**src/rtl/serial_tx_pkg.sv**
```systemverilog
// serial_pkg: line states and line levels shared by the serial transmitter and the future receiver
package serial_pkg;

    typedef enum logic [2:0] {
        IDLE,
        START,
        DATA,
        PARITY,
        STOP
    } tx_state_t;

    localparam logic IDLE_LEVEL  = 1'b1;
    localparam logic START_LEVEL = 1'b0;
    localparam logic STOP_LEVEL  = 1'b1;

endpackage

```
**src/rtl/serial_tx_bit_timer.sv**
```systemverilog
// bit_timer: counts the clocks of one serial bit and flags the last one
module bit_timer #(
    parameter int CLKS_PER_BIT = 16
) (
    input  logic clock,
    input  logic reset,
    input  logic restart,
    output logic tick
);

    localparam int TW = $clog2(CLKS_PER_BIT);

    logic [TW-1:0] count;

    assign tick = count == TW'(CLKS_PER_BIT - 1);

    // wrap on the last clock of a bit so every state change starts a fresh bit at 0
    always_ff @(posedge clock or posedge reset) begin
        if (reset)
            count <= '0;
        else
            count <= (restart || tick) ? '0 : count + TW'(1);
    end

endmodule

```
**src/rtl/serial_tx.sv**
```systemverilog
// serial_tx: valid/ready word in, start + LSB-first data (+ even parity with SERIAL_TX_PARITY_EN) + stop bit out
module serial_tx
    import serial_pkg::*;
#(
    parameter int WIDTH        = 8,
    parameter int CLKS_PER_BIT = 16
) (
    input  logic             clock,
    input  logic             reset,
    input  logic [WIDTH-1:0] data,
    input  logic             valid,
    output logic             ready,
    output logic             txd,
    output logic             busy
);

    localparam int IW = (WIDTH > 1) ? $clog2(WIDTH) : 1;

    tx_state_t        state, state_next;
    logic [WIDTH-1:0] shreg, shreg_next;
    logic [IW-1:0]    idx, idx_next;
    logic             txd_next;
    logic             tick;
`ifdef SERIAL_TX_PARITY_EN
    logic             par, par_next;
`endif

    bit_timer #(
        .CLKS_PER_BIT(CLKS_PER_BIT)
    ) u_timer (
        .clock  (clock),
        .reset  (reset),
        .restart(state == IDLE),
        .tick   (tick)
    );

    assign ready = (state == IDLE) && !reset;

    // next state, shifter and line level; txd is computed from the next state so the pin is a plain flop
    always_comb begin
        state_next = state;
        shreg_next = shreg;
        idx_next   = idx;
`ifdef SERIAL_TX_PARITY_EN
        par_next   = par;
`endif
        case (state)
            IDLE: begin
                if (valid) begin
                    state_next = START;
                    shreg_next = data;
`ifdef SERIAL_TX_PARITY_EN
                    par_next   = ^data;
`endif
                end
            end
            START: begin
                if (tick) begin
                    state_next = DATA;
                    idx_next   = '0;
                end
            end
            DATA: begin
                if (tick) begin
                    shreg_next = shreg >> 1;
                    if (idx == IW'(WIDTH - 1))
`ifdef SERIAL_TX_PARITY_EN
                        state_next = PARITY;
`else
                        state_next = STOP;
`endif
                    else
                        idx_next = idx + IW'(1);
                end
            end
`ifdef SERIAL_TX_PARITY_EN
            PARITY: state_next = tick ? STOP : PARITY;
`endif
            STOP: state_next = tick ? IDLE : STOP;
            default: state_next = IDLE;
        endcase
        txd_next = (state_next == START) ? START_LEVEL :
                   (state_next == DATA)  ? shreg_next[0] :
                   (state_next == IDLE)  ? IDLE_LEVEL : STOP_LEVEL;
`ifdef SERIAL_TX_PARITY_EN
        if (state_next == PARITY)
            txd_next = par_next;
`endif
    end

    // state and registered line outputs; reset drops any partial frame and parks the line high
    always_ff @(posedge clock or posedge reset) begin
        if (reset) begin
            state <= IDLE;
            shreg <= '0;
            idx   <= '0;
            txd   <= IDLE_LEVEL;
            busy  <= 1'b0;
`ifdef SERIAL_TX_PARITY_EN
            par   <= 1'b0;
`endif
        end else begin
            state <= state_next;
            shreg <= shreg_next;
            idx   <= idx_next;
            txd   <= txd_next;
            busy  <= state_next != IDLE;
`ifdef SERIAL_TX_PARITY_EN
            par   <= par_next;
`endif
        end
    end

endmodule

```
**config.mk**
```make
export PLATFORM = sky130hd
export DESIGN_NAME = serial_tx
export DESIGN_NICKNAME = d
export VERILOG_FILES = /design/src/rtl/serial_tx_pkg.sv /design/src/rtl/serial_tx_bit_timer.sv /design/src/rtl/serial_tx.sv
export SDC_FILE = /design/constraint.sdc
export NUM_CORES = 1
export LEC_CHECK = 0
export ABC_AREA = 0
export CORE_UTILIZATION = 55
export CTS_BUF_LIST = sky130_fd_sc_hd__clkbuf_2 sky130_fd_sc_hd__clkbuf_4 sky130_fd_sc_hd__clkbuf_8
export CTS_CLUSTER_DIAMETER = 120
export DETAILED_ROUTE_END_ITERATION = 16
export DONT_BUFFER_PORTS = 1
export PLACE_DENSITY = 0.73
export SYNTH_ARGS = -nofsm -noshare
export SYNTH_HDL_FRONTEND = slang
export SYNTH_SLANG_ARGS = --single-unit
```
**constraint.sdc**
```tcl
create_clock -name clock -period 1.8 [get_ports clock]
set_input_delay 0.09 -clock clock [delete_from_list [all_inputs] [get_ports clock]]
set_output_delay 0.09 -clock clock [all_outputs]
set_load 0.1 [all_outputs]
```
==> results by group, run 1 <==
Run status
  • Outcome: completed

Synthesis
  • Synth top area share: 0.481
  • Ranking of synthesized cells by area: dfrtp_1, nand2_1, a22oi_1, ha_1, dfstp_2
  • Most frequent cell after synthesis: dfrtp_1
  • Post-synthesis cell area: 988 um2
  • Mean post-synth cell area: 10.7 um2
  • Mapped Cells: 92
  • Yosys cell types: 37
  • Synth Warn #: 0
  • Yosys top cell by area: dfrtp_1
  • Most common flop cell mapped by yosys: dfrtp_1
  • Yosys reg bits: 20
  • Ys async rst share: 1.00
  • Number of synthesized flops with an enable pin: 0
  • Post-synthesis sequential area ratio: 0.508
  • Synth top cells by count: dfrtp_1, nand2_1, a22oi_1, nor2_1
  • Post-Syn Nets: 106

Global route
  • First-pass GRT wire length: 3.23 mm
  • Tot GR Track Use: 0.230
  • Vias in the first global route: 725
  • Initial antenna violation count: 0
  • Total grt overflow: 0
  • Largest net degree at the start of global routing: 21

Final layout
  • Multi-input logic area: 465 um2
  • Final nets: 123
  • Syn-to-layout area delta: 21.1%
  • Area taken by flip-flops and latches: 504 um2
  • ANT cells: 0
  • Final core occ: 0.751
  • Fill cells: 103
  • Share of cells above drive strength 1: 0.241

Worst setup path
  • Crit. End Element: output port
  • CP Class: flop to output port
  • CP Cell Sequence: or3_2 > nor2_4 > buf_12
  • Reg2reg path depth: 5
  • Crit path max-delay cell type: or3_2
  • R2R Path End: idx[0]
  • Worst R2R Setup Slack: 140 ps
  • Required time of the critical path: 1710 ps
  • Worst Path Max Fanout: 11
  • Worst r2r src: idx[0]
  • CP Launch Type: flop
  • Data arrival, critical path: 1670 ps
  • Worst path max stage delay: 550 ps

Detailed routing
  • Vias: 730
  • Final WL: 1.80 mm
  • Final ANT Viol Nets: 0
  • DR WL/cell: 13.7 um
  • DRT Pass-1 Iters: 4
  • Drt initial violations: 11
  • Vias per cell: 5.53
  • # DRC: 0

Timing
  • Hold Worst Slack: 80.1 ps
  • Hold violation count in the final report: 0
  • Tmin final: 1760 ps
  • Slew @ Worst Pin: 741 ps
  • FMAX: 569 MHz
  • Setup TNS: 0 ps
  • Final clock skew: 1.46 ps
  • Final setup fails: 0
  • Fin crit share: 0.976
  • Slew HR: 0.505
  • Max Transition Viols Final: 0
  • Setup slack after layout: 43.9 ps
  • RSZ-0062 raised after global routing: false

Clock network
  • Clock transition at the registers of the reported paths: 110 ps
  • Skew-Pair Late Insertion Delay: 300 ps
  • CTS Buf Count: 3
  • CTS tree: done
  • Post-CTS setup buffers: 0
  • CTS Root Cell: clkbuf_4
  • Clock buffer depth: 2
  • # H-tree levels: 1
  • CTS sink cnt: 20

Placed design
  • Final Wtd Congestion: 0.758
  • DP HPWL: 1.26 mm
  • Number of port buffers: 0
  • Dpl ws: 91.7 ps

Hold path
  • Hold Path End: shreg[0]
  • Hold Crit Start: valid
  • WHS Path Cells: 3
  • Hold Crit Class: primary input to flop

Die
  • Total core area: 1590 um2
  • Die X: 44.4 um
  • Die footprint: 1970 um2
  • Cell row count: 14
  • Initial core utilization: 0.620
  • Die Y: 44.4 um
  • I/O Pins: 14

Pwr
  • VDD IR max: 0.989 mV
  • Pwr Density: 1400 nW/um2
  • Overall Power: 1670 uW
  • Lkg Pwr: 0.000545 uW

Flow run
  • # Max-Cap Violations: 0
-- final cells by class --
type / instances / area share
sequential: 20 / 0.421
clock buffer: 4 / 0.0303
tap: 24 / 0.0251
multi-input combinational: 67 / 0.389
inverter: 1 / 0.00313
timing repair buffer: 16 / 0.132
-- stage by stage --
| step | std cells | instance area (um2) |
|---|---|---|
| 3_3_place_gp | 118 | 1050 |
| 5_1_grt | 132 | 1200 |
| 6_report | 132 | 1200 |
| 3_5_place_dp | 118 | 1050 |
| 2_1_floorplan | 92 | 996 |
| 4_1_cts | 132 | 1190 |
-- cell usage in the layout, fill, tap and decap left out, types with 2 or more instances in the layout --
| master | instances |
|---|---|
| a22oi_1 | 6 |
| o21ai_0 | 3 |
| nand2_1 | 18 |
| nand3_1 | 3 |
| dfrtp_1 | 17 |
| dlygate4sd3_1 | 10 |
| buf_4 | 5 |
| nor2_4 | 2 |
| and3_1 | 2 |
| dfrtp_2 | 2 |
| nor2_1 | 4 |
| clkbuf_4 | 3 |
| ha_1 | 3 |
| a21oi_1 | 2 |
| nor3_1 | 3 |
-- power by group --
part           leakage, uW  switching (uW)  total, uW  internal (uW)
Sequential        0.000247             219        840            621
Combinational     0.000277             310        574            264
Clock            0.0000210             137        260            124
Total             0.000545             666       1670           1010
-- per-layer routing --
metal,track usage,part of all wire,up-vias
met2,0.379,0.47,14
met1,0.305,0.49,348
met5,0,0,-
met3,0.0245,0.023,5
li1,-,-,363
met4,0.109,0.021,0
-- kinds of logic after synthesis --
kind of cell,after synthesis,synth area share
AOI/OAI and AO/OA,19,0.134
xor gates and xnor gates,2,0.0177
adders and majority gates,3,0.0380
buffers and inverters,5,0.0392
DFF,20,0.508
muxes,2,0.0266
and+or+nand+nor,41,0.237
-- what timing repair did --
item,4_1_cts,5_1_grt
resized for setup,1,3
endpoints found under the hold margin,28,0
hold buffers,10,0
endpoints found under the setup margin,1,2
-- critical path, delay by kind of cell, from the launching register on --
| family | cells | cell delay, ps |
|---|---|---|
| AND/OR/NAND/NOR | 2 | 670 |
| flip-flops | 1 | 510 |
| buffers and inverters | 1 | 180 |
-- how the worst max path moves through the flow --
| stage | from | end | slack, ps | cells after the start |
|---|---|---|---|---|
| after floorplan | state[2] | ready | 210 | 3 |
| after global placement | idx[0] | idx[0] | 160 | 5 |
| after detailed placement | idx[0] | idx[0] | 90 | 5 |
| after CTS | state[2] | ready | 40 | 3 |
| after global routing | state[1] | ready | 5 | 3 |
| final | state[2] | ready | 40 | 3 |
-- registers in the layout, indices dropped and copies added (netlist names) --
signal / flops
idx: 3
u_timer.count: 4
state: 3
busy: 1
shreg: 8
txd: 1
No activity file was read; power rests on OpenSTA's default activity.
==> inputs of run 2 (changes only) <==
--- a/config.mk
+++ b/config.mk
@@ -6,12 +6,12 @@
 export NUM_CORES = 1
 export LEC_CHECK = 0
 export ABC_AREA = 0
-export CORE_UTILIZATION = 55
+export CORE_UTILIZATION = 64
 export CTS_BUF_LIST = sky130_fd_sc_hd__clkbuf_2 sky130_fd_sc_hd__clkbuf_4 sky130_fd_sc_hd__clkbuf_8
 export CTS_CLUSTER_DIAMETER = 120
 export DETAILED_ROUTE_END_ITERATION = 16
 export DONT_BUFFER_PORTS = 1
-export PLACE_DENSITY = 0.73
+export PLACE_DENSITY = 0.83
 export SYNTH_ARGS = -nofsm -noshare
 export SYNTH_HDL_FRONTEND = slang
 export SYNTH_SLANG_ARGS = --single-unit
==> run 2 against run 1 <==
  * Clock power shrank 11%
  * Hold slack lost 60 ps
  * Clock skew rose by 11 ps
  * Critical endpoint unchanged
  * Utilization rose by 10 points
  * Worst setup slack lost 1.7 ps
  * Non-clock buffer count shrank 2
==> results by group, run 2 (same netlist as run 1, synthesis figures left out) <==
Hold path
  • WHS Path Cells: 2 (-1)
  • Hold Crit Start: data[0]
  • Hold Crit Class: primary input to flop
  • Hold Path End: shreg[0]

Worst setup path
  • Required time of the critical path: 1710 ps (about the same)
  • Reg2reg path depth: 5 (unchanged)
  • Worst R2R Setup Slack: 110 ps (-30 ps)
  • R2R Path End: idx[0]
  • Data arrival, critical path: 1670 ps (about the same)
  • Beginning of the critical path: state[2]
  • Worst Path Max Fanout: 11 (unchanged)
  • CP Class: flop to output port
  • Crit. End Element: output port
  • Worst r2r src: idx[0]
  • CP Launch Type: flop

Global route
  • Tot GR Track Use: 0.291 (+0.0605)
  • Largest net degree at the start of global routing: 21 (unchanged)
  • Initial antenna violation count: 0 (unchanged)
  • Vias in the first global route: 760 (+4.8%)
  • First-pass GRT wire length: 3.12 mm (-3.4%)
  • Total grt overflow: 0 (unchanged)

Timing
  • Slew @ Worst Pin: 718 ps (-23.2 ps)
  • Setup TNS: 0 ps (unchanged)
  • FMAX: 569 MHz (about the same)
  • Max Transition Viols Final: 0 (unchanged)
  • Tmin final: 1760 ps (+1.73 ps)
  • Fin crit share: 0.977 (about the same)
  • Hold Worst Slack: 19.6 ps (-60.5 ps)
  • Final setup fails: 0 (unchanged)
  • Hold violation count in the final report: 0 (unchanged)
  • Final clock skew: 12.3 ps (+10.8 ps)
  • Slew HR: 0.521 (+0.0155)

Detailed routing
  • DR WL/cell: 16.7 um (+23%)
  • Final WL: 2.03 mm (+12%)
  • DRT Pass-1 Iters: 5 (+1)
  • Vias: 761 (+4.2%)
  • # DRC: 0 (unchanged)
  • Final ANT Viol Nets: 0 (unchanged)
  • Vias per cell: 6.29 (+14%)
  • Drt initial violations: 13 (+2)

Run status
  • Outcome: completed

Clock network
  • CTS tree: done
  • CTS Root Cell: clkbuf_4
  • # H-tree levels: 1 (unchanged)
  • CTS Buf Count: 3 (unchanged)
  • Clock buffer depth: 2 (unchanged)
  • Skew-Pair Late Insertion Delay: 300 ps (about the same)
  • CTS sink cnt: 20 (unchanged)
  • Clock transition at the registers of the reported paths: 110 ps (about the same)
  • Post-CTS setup buffers: 0 (unchanged)

Die
  • I/O Pins: 14 (unchanged)
  • Die footprint: 1710 um2 (-13%)
  • Die Y: 41.3 um (-7.0%)
  • Total core area: 1370 um2 (-14%)
  • Cell row count: 13 (-1)
  • Die X: 41.3 um (-7.0%)
  • Initial core utilization: 0.723 (+0.103)

Placed design
  • Placed cell count: 108 (-8.5%)
  • Final Wtd Congestion: 0.714 (-5.8%)
  • DP HPWL: 1.42 mm (+13%)
  • Number of port buffers: 0 (unchanged)

Final layout
  • Share of cells above drive strength 1: 0.236 (-0.00489)
  • ANT cells: 0 (unchanged)
  • Commonest non-fill, non-tap cell in the layout: nand2_1
  • Final nets: 121 (-1.6%)
  • Largest register FFs: 8 (unchanged)
  • Syn-to-layout area delta: 17.6%
  • Non-Filler Instances: 121 (-8.3%)
  • Commonest non-fill, non-tap cells in the layout: nand2_1, dfrtp_1, dlygate4sd3_1, a22oi_1
  • Largest registers: shreg x8, u_timer.count x4
  • Register bank with the most flops: shreg

Pwr
  • Lkg Pwr: 0.000533 uW (-2.2%)
  • Overall Power: 1680 uW (about the same)
  • Pwr Density: 1440 nW/um2 (+3.1%)
  • VDD IR max: 0.891 mV (-10%)

Flow run
  • # Max-Cap Violations: 0 (unchanged)
==> run 2: cell types whose count changed in the layout (fill, tap and decap cells not counted), sizes merged <==
cell	previous run	this run
buf	6	5
dlygate4sd3	10	9
==> run 2: final cells by class <==
| class | instances | area [um2] |
|---|---|---|
| Sequential cell | 20 | 504 |
| Multi-Input combinational cell | 67 | 465 |
| Fill cell | 84 | 204 |
| Timing Repair Buffer | 14 | 140 |
| Clock buffer | 4 | 30.0 |
| Tap cell | 15 | 18.8 |
| Inverter | 1 | 3.75 |
==> run 2: routing by layer <==
| layer | GRT usage | up-vias | wire length (um) |
|---|---|---|---|
| met5 | 0 | - | 0 |
| met4 | 0.121 | 0 | 21 |
| met3 | 0.0479 | 4 | 62 |
| met2 | 0.539 | 19 | 1060 |
| met1 | 0.326 | 384 | 879 |
| li1 | - | 354 | - |
==> run 2: power by group <==
part / switching [uW] / leakage (uW) / internal (uW)
registers: 231 / 0.000246 / 619
logic: 331 / 0.000269 / 263
clock network: 131 / 0.0000184 / 101
total: 692 / 0.000533 / 984
==> run 2: per-stage QoR <==
step / cell area (um2) / utilization / setup WS (ps)
after floorplan: 996 / - / 214
after global placement: 1030 / 0.754 / 161
after detailed placement: 1030 / 0.754 / 49.4
after CTS: 1150 / 0.842 / 28.5
after global routing: 1160 / 0.851 / -2.65
final: 1160 / 0.851 / 42.1
==> run 2: how the worst max path moves through the flow <==
stage	endpoint	slack, ps
2_1_floorplan	ready	210
3_3_place_gp	idx[0]	160
3_5_place_dp	idx[0]	50
4_1_cts	idx[0]	30
5_1_grt	ready	-3
6_report	ready	40
==> run 2: critical path, stage by stage (launching register included) <==
cell and delay, ps:
dfrtp_2 510, or3_2 560, nor2_4 130, buf_12 180
==> run 2: repair_timing <==
action | in CTS | in global routing
setup endpoints to repair | 1 | 2
hold endpoints to repair | 27 | 0
resized for setup | 1 | 3
hold buffers | 9 | 0
==> inputs of run 3 (changes only) <==
--- a/config.mk
+++ b/config.mk
@@ -5,12 +5,12 @@
 export SDC_FILE = /design/constraint.sdc
 export NUM_CORES = 1
 export LEC_CHECK = 0
-export ABC_AREA = 0
 export CORE_UTILIZATION = 64
 export CTS_BUF_LIST = sky130_fd_sc_hd__clkbuf_2 sky130_fd_sc_hd__clkbuf_4 sky130_fd_sc_hd__clkbuf_8
 export CTS_CLUSTER_DIAMETER = 120
 export DETAILED_ROUTE_END_ITERATION = 16
 export DONT_BUFFER_PORTS = 1
+export HOLD_SLACK_MARGIN = 0.06
 export PLACE_DENSITY = 0.83
 export SYNTH_ARGS = -nofsm -noshare
 export SYNTH_HDL_FRONTEND = slang
==> run 3 against run 2 <==
  * Sequential power hardly changed
  * Total power rose by 0.15%
  * Clock power hardly changed
  * Fmax about the same
  * First-iteration DRC count is the same
  * Register-to-register slack about the same
  * Die area did not move
  * Final cell count up 0.83%
  * Worst setup slack about the same
  * Critical endpoint unchanged
  * Largest cell class unchanged
==> results by group, run 3 (same netlist as run 1, synthesis figures left out) <==
Final layout
  • Largest registers: shreg x8, u_timer.count x4
  • Fill cells: 83 (-1.2%)
  • Syn-to-layout area delta: 18.6%
  • ANT cells: 0 (unchanged)
  • Register bank with the most flops: shreg
  • Multi-input logic area: 465 um2 (unchanged)
  • Commonest non-fill, non-tap cell in the layout: nand2_1
  • Commonest non-fill, non-tap cells in the layout: nand2_1, dfrtp_1, dlygate4sd3_1, a22oi_1
  • Area taken by flip-flops and latches: 504 um2 (unchanged)
  • Share of cells above drive strength 1: 0.234 (-0.00220)
  • Largest register FFs: 8 (unchanged)
  • Final nets: 122 (+0.83%)

Timing
  • Setup slack after layout: 42.1 ps (-0.0358 ps)
  • Slew HR: 0.521 (about the same)
  • Fin crit share: 0.977 (about the same)
  • Max Transition Viols Final: 0 (unchanged)
  • Final setup fails: 0 (unchanged)
  • Tmin final: 1760 ps (+0.0358 ps)
  • FMAX: 569 MHz (about the same)
  • Final clock skew: 12.3 ps (unchanged)
  • Hold Worst Slack: 120 ps (+100 ps)
  • Hold violation count in the final report: 0 (unchanged)
  • Slew @ Worst Pin: 718 ps (-0.0219 ps)

Worst setup path
  • Crit. End Element: output port
  • Required time of the critical path: 1710 ps (about the same)
  • Worst path max stage delay: 560 ps (about the same)
  • CP Launch Type: flop
  • CP Cell Sequence: or3_2 > nor2_4 > buf_12
  • CP bufs+invs: 1 (unchanged)
  • Reg2reg path depth: 5 (unchanged)
  • CP Depth: 3 (unchanged)
  • Top Family by Delay on Critical Path: simple AND/OR/NAND/NOR gates
  • Worst Path Max Fanout: 11 (unchanged)
  • Data arrival, critical path: 1670 ps (about the same)
  • CP Class: flop to output port
  • Crit path max-delay cell type: or3_2

Die
  • Die footprint: 1710 um2 (unchanged)
  • Die X: 41.3 um (unchanged)
  • I/O Pins: 14 (unchanged)
  • Die Y: 41.3 um (unchanged)
  • Total core area: 1370 um2 (unchanged)
  • Initial core utilization: 0.723 (unchanged)
  • Cell row count: 13 (unchanged)

Clock network
  • Skew-Pair Late Insertion Delay: 300 ps (about the same)
  • CTS sink cnt: 20 (unchanged)
  • CTS tree: done
  • # H-tree levels: 1 (unchanged)
  • Clock transition at the registers of the reported paths: 110 ps (about the same)
  • CTS Buf Count: 3 (unchanged)
  • CTS Root Cell: clkbuf_4
  • Post-CTS setup buffers: 0 (unchanged)
  • Clock buffer depth: 2 (unchanged)

Global route
  • Vias in the first global route: 766 (+0.79%)
  • Initial antenna violation count: 0 (unchanged)
  • First-pass GRT wire length: 3.13 mm (+0.45%)
  • Tot GR Track Use: 0.292 (+0.00114)
  • Largest net degree at the start of global routing: 21 (unchanged)
  • Total grt overflow: 0 (unchanged)

Pwr
  • Lkg Pwr: 0.000537 uW (+0.78%)
  • Pwr Density: 1430 nW/um2 (-0.71%)
  • VDD IR max: 0.893 mV (+0.25%)

Detailed routing
  • Final ANT Viol Nets: 0 (unchanged)
  • DRT Pass-1 Iters: 5 (unchanged)
  • Final WL: 2.04 mm (+0.49%)
  • DR WL/cell: 16.7 um (-0.33%)
  • Drt initial violations: 13 (unchanged)
  • Vias per cell: 6.27 (-0.30%)
  • # DRC: 0 (unchanged)
  • Vias: 765 (+0.53%)

Placed design
  • Dpl ws: 49.4 ps (unchanged)
  • Final Wtd Congestion: 0.714 (unchanged)
  • Number of port buffers: 0 (unchanged)
  • DP HPWL: 1.42 mm (unchanged)

Hold path
  • Hold Crit Class: primary input to flop
  • WHS Path Cells: 3 (+1)

Run status
  • Outcome: completed

Flow run
  • # Max-Cap Violations: 0 (unchanged)
==> run 3: cell types whose count changed in the layout (fill, tap and decap cells not counted) <==
cell,delta
dlygate4sd3_1,+1
==> run 3: layout make-up <==
type | instances | share of cell area
Sequential cell | 20 | 0.430
Multi-Input combinational cell | 67 | 0.397
Timing Repair Buffer | 15 | 0.128
Clock buffer | 4 | 0.0256
Tap cell | 15 | 0.0160
Inverter | 1 | 0.00320
==> run 3: path summary, 6_finish.rpt <==
check	start	endpoint	slack [ps]
setup / recovery	state[2]	ready	40
hold / removal	valid	shreg[0]	120
setup reg to reg	idx[0]	idx[0]	110
hold reg to reg	shreg[4]	shreg[4]	490
max in group asynchronous	reset	state[2]	950
min in group asynchronous	reset	u_timer.count[2]	340
==> run 3: stage by stage <==
stage | setup TNS [ps] | area [um2] | power (uW) | std cells | utilization
6_report | 0 | 1170 | 1680 | 122 | 0.858
2_1_floorplan | 0 | 996 | 1250 | 92 | -
5_1_grt | -2.65 | 1170 | 1780 | 122 | 0.858
4_1_cts | 0 | 1160 | 1670 | 122 | 0.850
3_5_place_dp | 0 | 1030 | 1420 | 108 | 0.754
3_3_place_gp | 0 | 1030 | 1370 | 108 | 0.754
==> run 3: worst register-to-register path: stages (launching register included) <==
cell	delay [ps]
dfrtp_1	420
ha_1	210
ha_1	230
nor4b_2	280
o21ai_2	130
mux2_4	310
==> run 3: what timing repair did <==
item / CTS / global route
endpoints found under the hold margin: 28 / 0
hold buffers: 10 / 0
setup endpoints to repair: 1 / 2
resized for setup: 1 / 3
==> run 3: metal layers <==
layer  vias to the layer above  wire length (um)  track usage
met1                       386               883        0.326
met5                         -                 0            0
met4                         0                21        0.121
li1                        356                 -            -
met3                         4                59       0.0479
met2                        19              1070        0.543
==> run 3: report_power, final <==
group | leakage [uW] | switching [uW] | total (uW) | internal, uW
clock | 0.0000184 | 131 | 232 | 101
sequential | 0.000246 | 231 | 850 | 619
combinational | 0.000273 | 332 | 597 | 265
